[config.mk]
export PLATFORM = sky130hd
export DESIGN_NAME = usb_link_ctrl
export DESIGN_NICKNAME = d
export VERILOG_FILES = /design/src/rtl/usb_link_ctrl_pkg.sv /design/src/rtl/usb_link_ctrl_line_state.sv /design/src/rtl/usb_link_ctrl.sv
export SDC_FILE = /design/constraint.sdc
export NUM_CORES = 1
export LEC_CHECK = 0
export ABC_AREA = 1
export CORE_MARGIN = 1.5
export CORE_UTILIZATION = 40
export DETAILED_ROUTE_END_ITERATION = 10
export SETUP_SLACK_MARGIN = 0.1
export SLEW_MARGIN = 10
export SYNTH_ARGS = -nofsm -noshare
export SYNTH_HDL_FRONTEND = slang
export SYNTH_HIERARCHICAL = 1
export SYNTH_SLANG_ARGS = --single-unit
[constraint.sdc]
create_clock -name clk -period 6.1 [get_ports clk]
set_input_delay 1.83 -clock clk [delete_from_list [all_inputs] [get_ports clk]]
set_output_delay 1.83 -clock clk [all_outputs]
set_load 0.01 [all_outputs]
[src/rtl/usb_link_ctrl_pkg.sv]
// Shared types and constants for the USB device link-layer controller.
package usb_link_ctrl_pkg;

    // Full-speed device; clearing this swaps the J/K encodings for low speed.
    localparam bit USB_FULL_SPEED = 1'b1;

    // Pad value as {dp, dm}.
    typedef logic [1:0] d_port_t;

    localparam d_port_t SE0_STATE = 2'b00;
    localparam d_port_t SE1_STATE = 2'b11;
    localparam d_port_t J_STATE   = USB_FULL_SPEED ? 2'b10 : 2'b01;
    localparam d_port_t K_STATE   = USB_FULL_SPEED ? 2'b01 : 2'b10;

    typedef enum logic [2:0] {
        DETACHED,
        ATTACHED,
        BUS_RESET,
        SUSPENDED,
        RESUMING
    } link_state_t;

    // Used at elaboration time to size the counters from the largest timing parameter.
    function automatic int max_int(input int a, input int b);
        return (a > b) ? a : b;
    endfunction

endpackage

[src/rtl/usb_link_ctrl_line_state.sv]
// Brings the asynchronous D+/D- pair into the clock domain and decodes it
// into one-hot SE0 / J / K / SE1 line states.
module usb_line_state
    import usb_link_ctrl_pkg::*;
(
    input  logic    clk,
    input  logic    reset,
    input  d_port_t d_i,
    output logic    se0,
    output logic    j,
    output logic    k,
    output logic    se1
);

    d_port_t d_meta_q, d_meta_d;
    d_port_t d_sync_q, d_sync_d;

    // Two-stage synchronizer feed.
    always_comb begin
        d_meta_d = d_i;
        d_sync_d = d_meta_q;
    end

    // Synchronizer flops, cleared to SE0 on reset.
    always_ff @(posedge clk) begin
        if (reset) begin
            d_meta_q <= SE0_STATE;
            d_sync_q <= SE0_STATE;
        end else begin
            d_meta_q <= d_meta_d;
            d_sync_q <= d_sync_d;
        end
    end

    // Decode the synchronized pair; exactly one output is high.
    always_comb begin
        se0 = (d_sync_q == SE0_STATE);
        j   = (d_sync_q == J_STATE);
        k   = (d_sync_q == K_STATE);
        se1 = (d_sync_q == SE1_STATE);
    end

endmodule

[src/rtl/usb_link_ctrl.sv]
// USB device link-layer controller: soft-connect sequencing, bus reset and
// suspend detection, remote-wakeup K signalling and pad driver arbitration.
module usb_link_ctrl
    import usb_link_ctrl_pkg::*;
#(
    parameter int SE0_CYCLES        = 120,
    parameter int IDLE_CYCLES       = 144_000,
    parameter int DETACH_CYCLES     = 480_000,
    parameter int WAKE_DELAY_CYCLES = 240_000,
    parameter int WAKE_CYCLES       = 96_000
) (
    input  logic        clk,
    input  logic        reset,
    input  d_port_t     d_i,
    output d_port_t     d_o,
    output logic        d_en,
    input  d_port_t     sie_d_o,
    input  logic        sie_d_en,
    input  logic        connect,
    input  logic        wakeup_req,
    output logic        pullup_en,
    output logic        usb_reset,
    output logic        suspended,
    output link_state_t link_state
);

    localparam int MAX_CYCLES = max_int(max_int(max_int(SE0_CYCLES, IDLE_CYCLES),
                                                max_int(DETACH_CYCLES, WAKE_DELAY_CYCLES)),
                                        WAKE_CYCLES);
    localparam int CW = $clog2(MAX_CYCLES) + 1;

    typedef logic [CW-1:0] cnt_t;

    localparam cnt_t CNT_MAX        = {CW{1'b1}};
    localparam cnt_t SE0_LIM        = cnt_t'(SE0_CYCLES - 1);
    localparam cnt_t IDLE_LIM       = cnt_t'(IDLE_CYCLES - 1);
    localparam cnt_t DETACH_LIM     = cnt_t'(DETACH_CYCLES - 1);
    localparam cnt_t WAKE_DELAY_LIM = cnt_t'(WAKE_DELAY_CYCLES);
    localparam cnt_t WAKE_LIM       = cnt_t'(WAKE_CYCLES - 1);

    logic        line_se0, line_j, line_k, line_se1;
    logic [3:0]  line_now;
    logic [3:0]  prev_q, prev_d;
    cnt_t        run_q, run_d;
    cnt_t        tmr_q, tmr_d;
    link_state_t state_q, state_d;
    logic        pullup_en_q, pullup_en_d;
    logic        usb_reset_q, usb_reset_d;
    logic        suspended_q, suspended_d;
    logic        se0_hit, j_hit;

    usb_line_state u_line_state (
        .clk   (clk),
        .reset (reset),
        .d_i   (d_i),
        .se0   (line_se0),
        .j     (line_j),
        .k     (line_k),
        .se1   (line_se1)
    );

    // Pad arbitration: own K drive while resuming, SIE passthrough while attached.
    always_comb begin
        d_en = 1'b0;
        d_o  = sie_d_o;
        case (state_q)
            RESUMING: begin
                d_en = 1'b1;
                d_o  = K_STATE;
            end
            ATTACHED: d_en = sie_d_en;
            default: ;
        endcase
    end

    // Run length of the current line state (count of repeats of the sample now on the line), held at zero while we drive the pad.
    always_comb begin
        line_now = {line_se0, line_j, line_k, line_se1};
        prev_d   = line_now;
        if (d_en || (line_now != prev_q)) begin
            run_d = '0;
        end else if (run_q != CNT_MAX) begin
            run_d = run_q + cnt_t'(1);
        end else begin
            run_d = run_q;
        end
        se0_hit = line_se0 && (run_d >= SE0_LIM);
        j_hit   = line_j && (run_d >= IDLE_LIM);
    end

    // Next-state logic, state timer and the decoded status outputs.
    always_comb begin
        state_d = state_q;
        if (!connect) begin
            state_d = DETACHED;
        end else begin
            case (state_q)
                DETACHED:  if (tmr_q >= DETACH_LIM) state_d = ATTACHED;
                ATTACHED: begin
                    if (se0_hit)    state_d = BUS_RESET;
                    else if (j_hit) state_d = SUSPENDED;
                end
                BUS_RESET: if (!line_se0) state_d = ATTACHED;
                SUSPENDED: begin
                    if (se0_hit)     state_d = BUS_RESET;
                    else if (line_k) state_d = ATTACHED;
                    else if (wakeup_req && (tmr_q >= WAKE_DELAY_LIM)) state_d = RESUMING;
                end
                RESUMING:  if (tmr_q == WAKE_LIM) state_d = ATTACHED;
                default:   state_d = DETACHED;
            endcase
        end

        if (state_d != state_q) begin
            tmr_d = '0;
        end else if (tmr_q != CNT_MAX) begin
            tmr_d = tmr_q + cnt_t'(1);
        end else begin
            tmr_d = tmr_q;
        end

        pullup_en_d = (state_d != DETACHED);
        usb_reset_d = (state_d == DETACHED) || (state_d == BUS_RESET);
        suspended_d = (state_d == SUSPENDED);
    end

    // Link FSM state, counters and registered status outputs.
    always_ff @(posedge clk) begin
        if (reset) begin
            state_q     <= DETACHED;
            tmr_q       <= '0;
            run_q       <= '0;
            prev_q      <= '0;
            pullup_en_q <= 1'b0;
            usb_reset_q <= 1'b1;
            suspended_q <= 1'b0;
        end else begin
            state_q     <= state_d;
            tmr_q       <= tmr_d;
            run_q       <= run_d;
            prev_q      <= prev_d;
            pullup_en_q <= pullup_en_d;
            usb_reset_q <= usb_reset_d;
            suspended_q <= suspended_d;
        end
    end

    assign pullup_en  = pullup_en_q;
    assign usb_reset  = usb_reset_q;
    assign suspended  = suspended_q;
    assign link_state = state_q;

endmodule

==> impl_results.md <==
- Synth Area in Adders: 0.01126
- Worst-Margin Slew: 0.8539 ns
- Max_cap viols: 0
- Status: finished clean
- Final core occ: 0.4525
- NumNets Final: 553
- Setup TNS: 0 ns
- Worst EP arrival: between 3 and 4 ns
- WL/cell: 11.10 um
- Syn nets: between 500 and 600
- Final hold slack: ~0.4 ns
- Largest net degree at the start of global routing: 35
- Area Growth Syn to Fin: 10.39%
- Worst path required time: 4.27 ns
- Seq/Total Area, Yosys: 0.3242
- Hold path start: u_line_state/d_meta_q[0]$_SDFF_PP0_
- Worst skew pair latency: approximately 0.30 ns
- First-pass GRT wire length: 12320 um
- Switching share of total power: 0.2282
- RSZ-0062 raised after global routing: no
- Fin crit share: 0.7975
- Pwr Total: roughly 630 uW
- Final global-route overflow total: 0
- CP startpoint kind: primary input
- Static Leakage: 0.001496 uW
- Gpl congestion: 0.8654
- IO Pins: 18
- Clock Path Buffers: 2
- WL final: 7180 um
- Initial DRC Count: approximately 160
- Initial Util: 0.4099
- Most common cell after layout, fill and taps aside: nand2_1
- Hold Violations, Final: 0
- Total number of vias: approximately 3100
- CTS H-tree depth: 2
- Cts repair resizes: 0
- Via/cell ratio: 4.798
- TritonRoute pass-1 iters: 4
- Psw: 144.3 uW
- Die Ht: between 90 and 100 um
- Post-Syn Instances: 525
- PD cells: 171.8 nW/um^2
- Comb pwr share: 0.069
- Fin. max-slew vios: 0
- DIE AREA: about 8900 um^2
- Synth unique cells: 36
- Layout cells sized above 1: 0.1107
- XOR/XNOR Fraction of Synth Area: 0.04991
- Setup bufs post-CTS: 0
- Worst r2r path cells: 19
- Core Region: 8134 um^2
- Synth Area in Compound Gates: 0.04503
- Pint: slightly below 500 uW
- Final ANT Viol Nets: 0
- Register bit total from synthesis: 54
- Synthesized area: 3334 um^2
- Buffers on Ports: 17
- Commonest cells after routing, fill and taps aside: 132 x nand2_1, 91 x nor2_1, 68 x inv_1
- Mean post-synth cell area: 6.351 um^2
- Post-Synth Simple-Gate Area: 0.4612
- Hold worst-path end: u_line_state/d_sync_q[0]$_SDFF_PP0_
- CTS tree: yes
- Clock skew: 0.01232 ns
- Clock transition at the registers of the reported paths: 0.10 ns
- Worst Setup End Kind: output pin
- Rows: 33
- DRC Markers: 0
- Fmax achieved: between 0.2 and 0.25 GHz
- Post-route minimum period: 4.865 ns
- Slowest cell delay on critical path: 0.57 ns
- Critical path class: in2out
- Max-slew headroom: 0.4301
- Num CTS Buffers: 5
- HP Class: reg2reg
- Final HPWL DP: between 5000 and 6000 um
- Peak VDD IR: 0.09106 mV
- Multiplexer area fraction after synthesis: 0
- Hold depth: 2
- Worst R2R End: tmr_q[5]$_SDFFE_PP0P_
- Overall routing resource usage: 0.1730
- Synth warnings: 6
- CP cell instances: clkdlybuf4s50_1 -> nand2_1 -> nand2_1 -> clkdlybuf4s50_1
- Hold_buf cts: 0
- Vias in the first global route: between 2000 and 3000
- Initial antenna violation count: 0
- Crit-path max FO: 2
- Slowest CP cell: clkdlybuf4s50_1
- Register share of total power: 0.571
- Die boundary width: 94.30 um
- CTS Root Cell: clkbuf_8
- FF-to-FF Start: run_q[0]$_SDFF_PP0_
- Clock group share of total power: 0.360
- Setup violators final: 0
- Largest family of logic cells by synthesized area: simple AND/OR/NAND/NOR gates
- Clock sinks: 54
- Reg2reg setup slack: approximately 2.4 ns
- Inserted Diodes: 0
## Yosys cell counts
master | count | area share
o211ai_1 | 2 | 0.0045
o21ai_2 | 2 | 0.0053
or2_2 | 3 | 0.0056
nand2_1 | 132 | 0.15
nand3_1 | 42 | 0.063
clkbuf_1 | 2 | 0.0023
xor2_1 | 14 | 0.037
buf_4 | 1 | 0.0023
nor2_2 | 24 | 0.045
nor3_2 | 1 | 0.0030
and2_1 | 1 | 0.0019
a31oi_1 | 1 | 0.0019
buf_2 | 1 | 0.0015
ha_1 | 3 | 0.011
a21oi_1 | 4 | 0.0060
buf_6 | 5 | 0.017
a21oi_2 | 1 | 0.0026
nor3_1 | 13 | 0.020
o21a_1 | 1 | 0.0023
nand2_4 | 2 | 0.0068
nand2_2 | 5 | 0.0094
nor4_1 | 4 | 0.0075
o21ba_1 | 1 | 0.0030
o21ai_0 | 8 | 0.012
inv_2 | 6 | 0.0068
nand3b_1 | 3 | 0.0068
buf_1 | 1 | 0.0011
xnor2_1 | 5 | 0.013
dfxtp_1 | 54 | 0.32
nand3_2 | 3 | 0.0090
o21ai_1 | 5 | 0.0075
nand4_1 | 12 | 0.023
nor2_4 | 3 | 0.010
nor2_1 | 91 | 0.10
clkinv_1 | 1 | 0.0011
inv_1 | 68 | 0.077
## power by group through the flow
stage / logic, uW / clock network, uW / registers [uW]
2_1_floorplan: 34.7 / 0 / 368
3_3_place_gp: 43.3 / 0 / 369
3_5_place_dp: 44.3 / 0 / 369
4_1_cts: 44.4 / 242 / 361
5_1_grt: 50.2 / 251 / 362
6_report: 43.8 / 228 / 361
## logic make-up (layout without fill, tap and decap cells)
family | after synthesis | count (layout)
and+or+nand+nor | 339 | 339
buffers and inverters | 85 | 102
DFF | 54 | 54
AOI/OAI and AO/OA | 25 | 25
xor gates and xnor gates | 19 | 19
adders and majority gates | 3 | 3
## area by class of cell
| class | instances | area (um^2) |
|---|---|---|
| flip-flops and latches | 54 | 1081 |
| repair buffers | 19 | 185.2 |
| inverters | 75 | 281.5 |
| well taps | 105 | 131.4 |
| fillers | 852 | 4453 |
| clock buffers | 8 | 110.1 |
| multi-input cells | 386 | 1892 |
## stage by stage
stage	cell area (um^2)	std cells	setup slack (ns)
floorplan	3334	525	2.134
global placement	3571	639	1.129
detailed placement	3571	639	1.024
CTS	3681	647	1.240
global route	3681	647	0.9139
finish	3681	647	1.235
## worst max-delay path, delay by kind of cell
kind / cells / cell delay [ns]
and+or+nand+nor: 2 / 0.15
buffers and inverters: 2 / 1.06
## state kept, by name (all words and copies together) (netlist names)
name                   flops
run_q                     20
pullup_en                  1
u_line_state/d_meta_q      2
prev_q                     4
suspended                  1
usb_reset                  1
u_line_state/d_sync_q      2
tmr_q                     20
link_state                 3
## worst max path at each step
stage,from,to
finish,sie_d_en,d_en
global placement,sie_d_en,tmr_q[0]$_SDFFE_PP0P_
global route,sie_d_en,tmr_q[10]$_SDFFE_PP0P_
detailed placement,sie_d_en,tmr_q[6]$_SDFFE_PP0P_
floorplan,sie_d_o[0],d_o[0]
CTS,sie_d_en,d_en
## metal layers
layer | wire, um | up-vias | GRT usage
met5 | 0 | - | 0
met4 | 74 | 0 | 0.04229
met3 | 233 | 5 | 0.02670
met2 | 3230 | 63 | 0.2878
met1 | 3642 | 1374 | 0.2340
li1 | - | 1662 | -
Note: power is estimated with default switching activity, not from simulation.
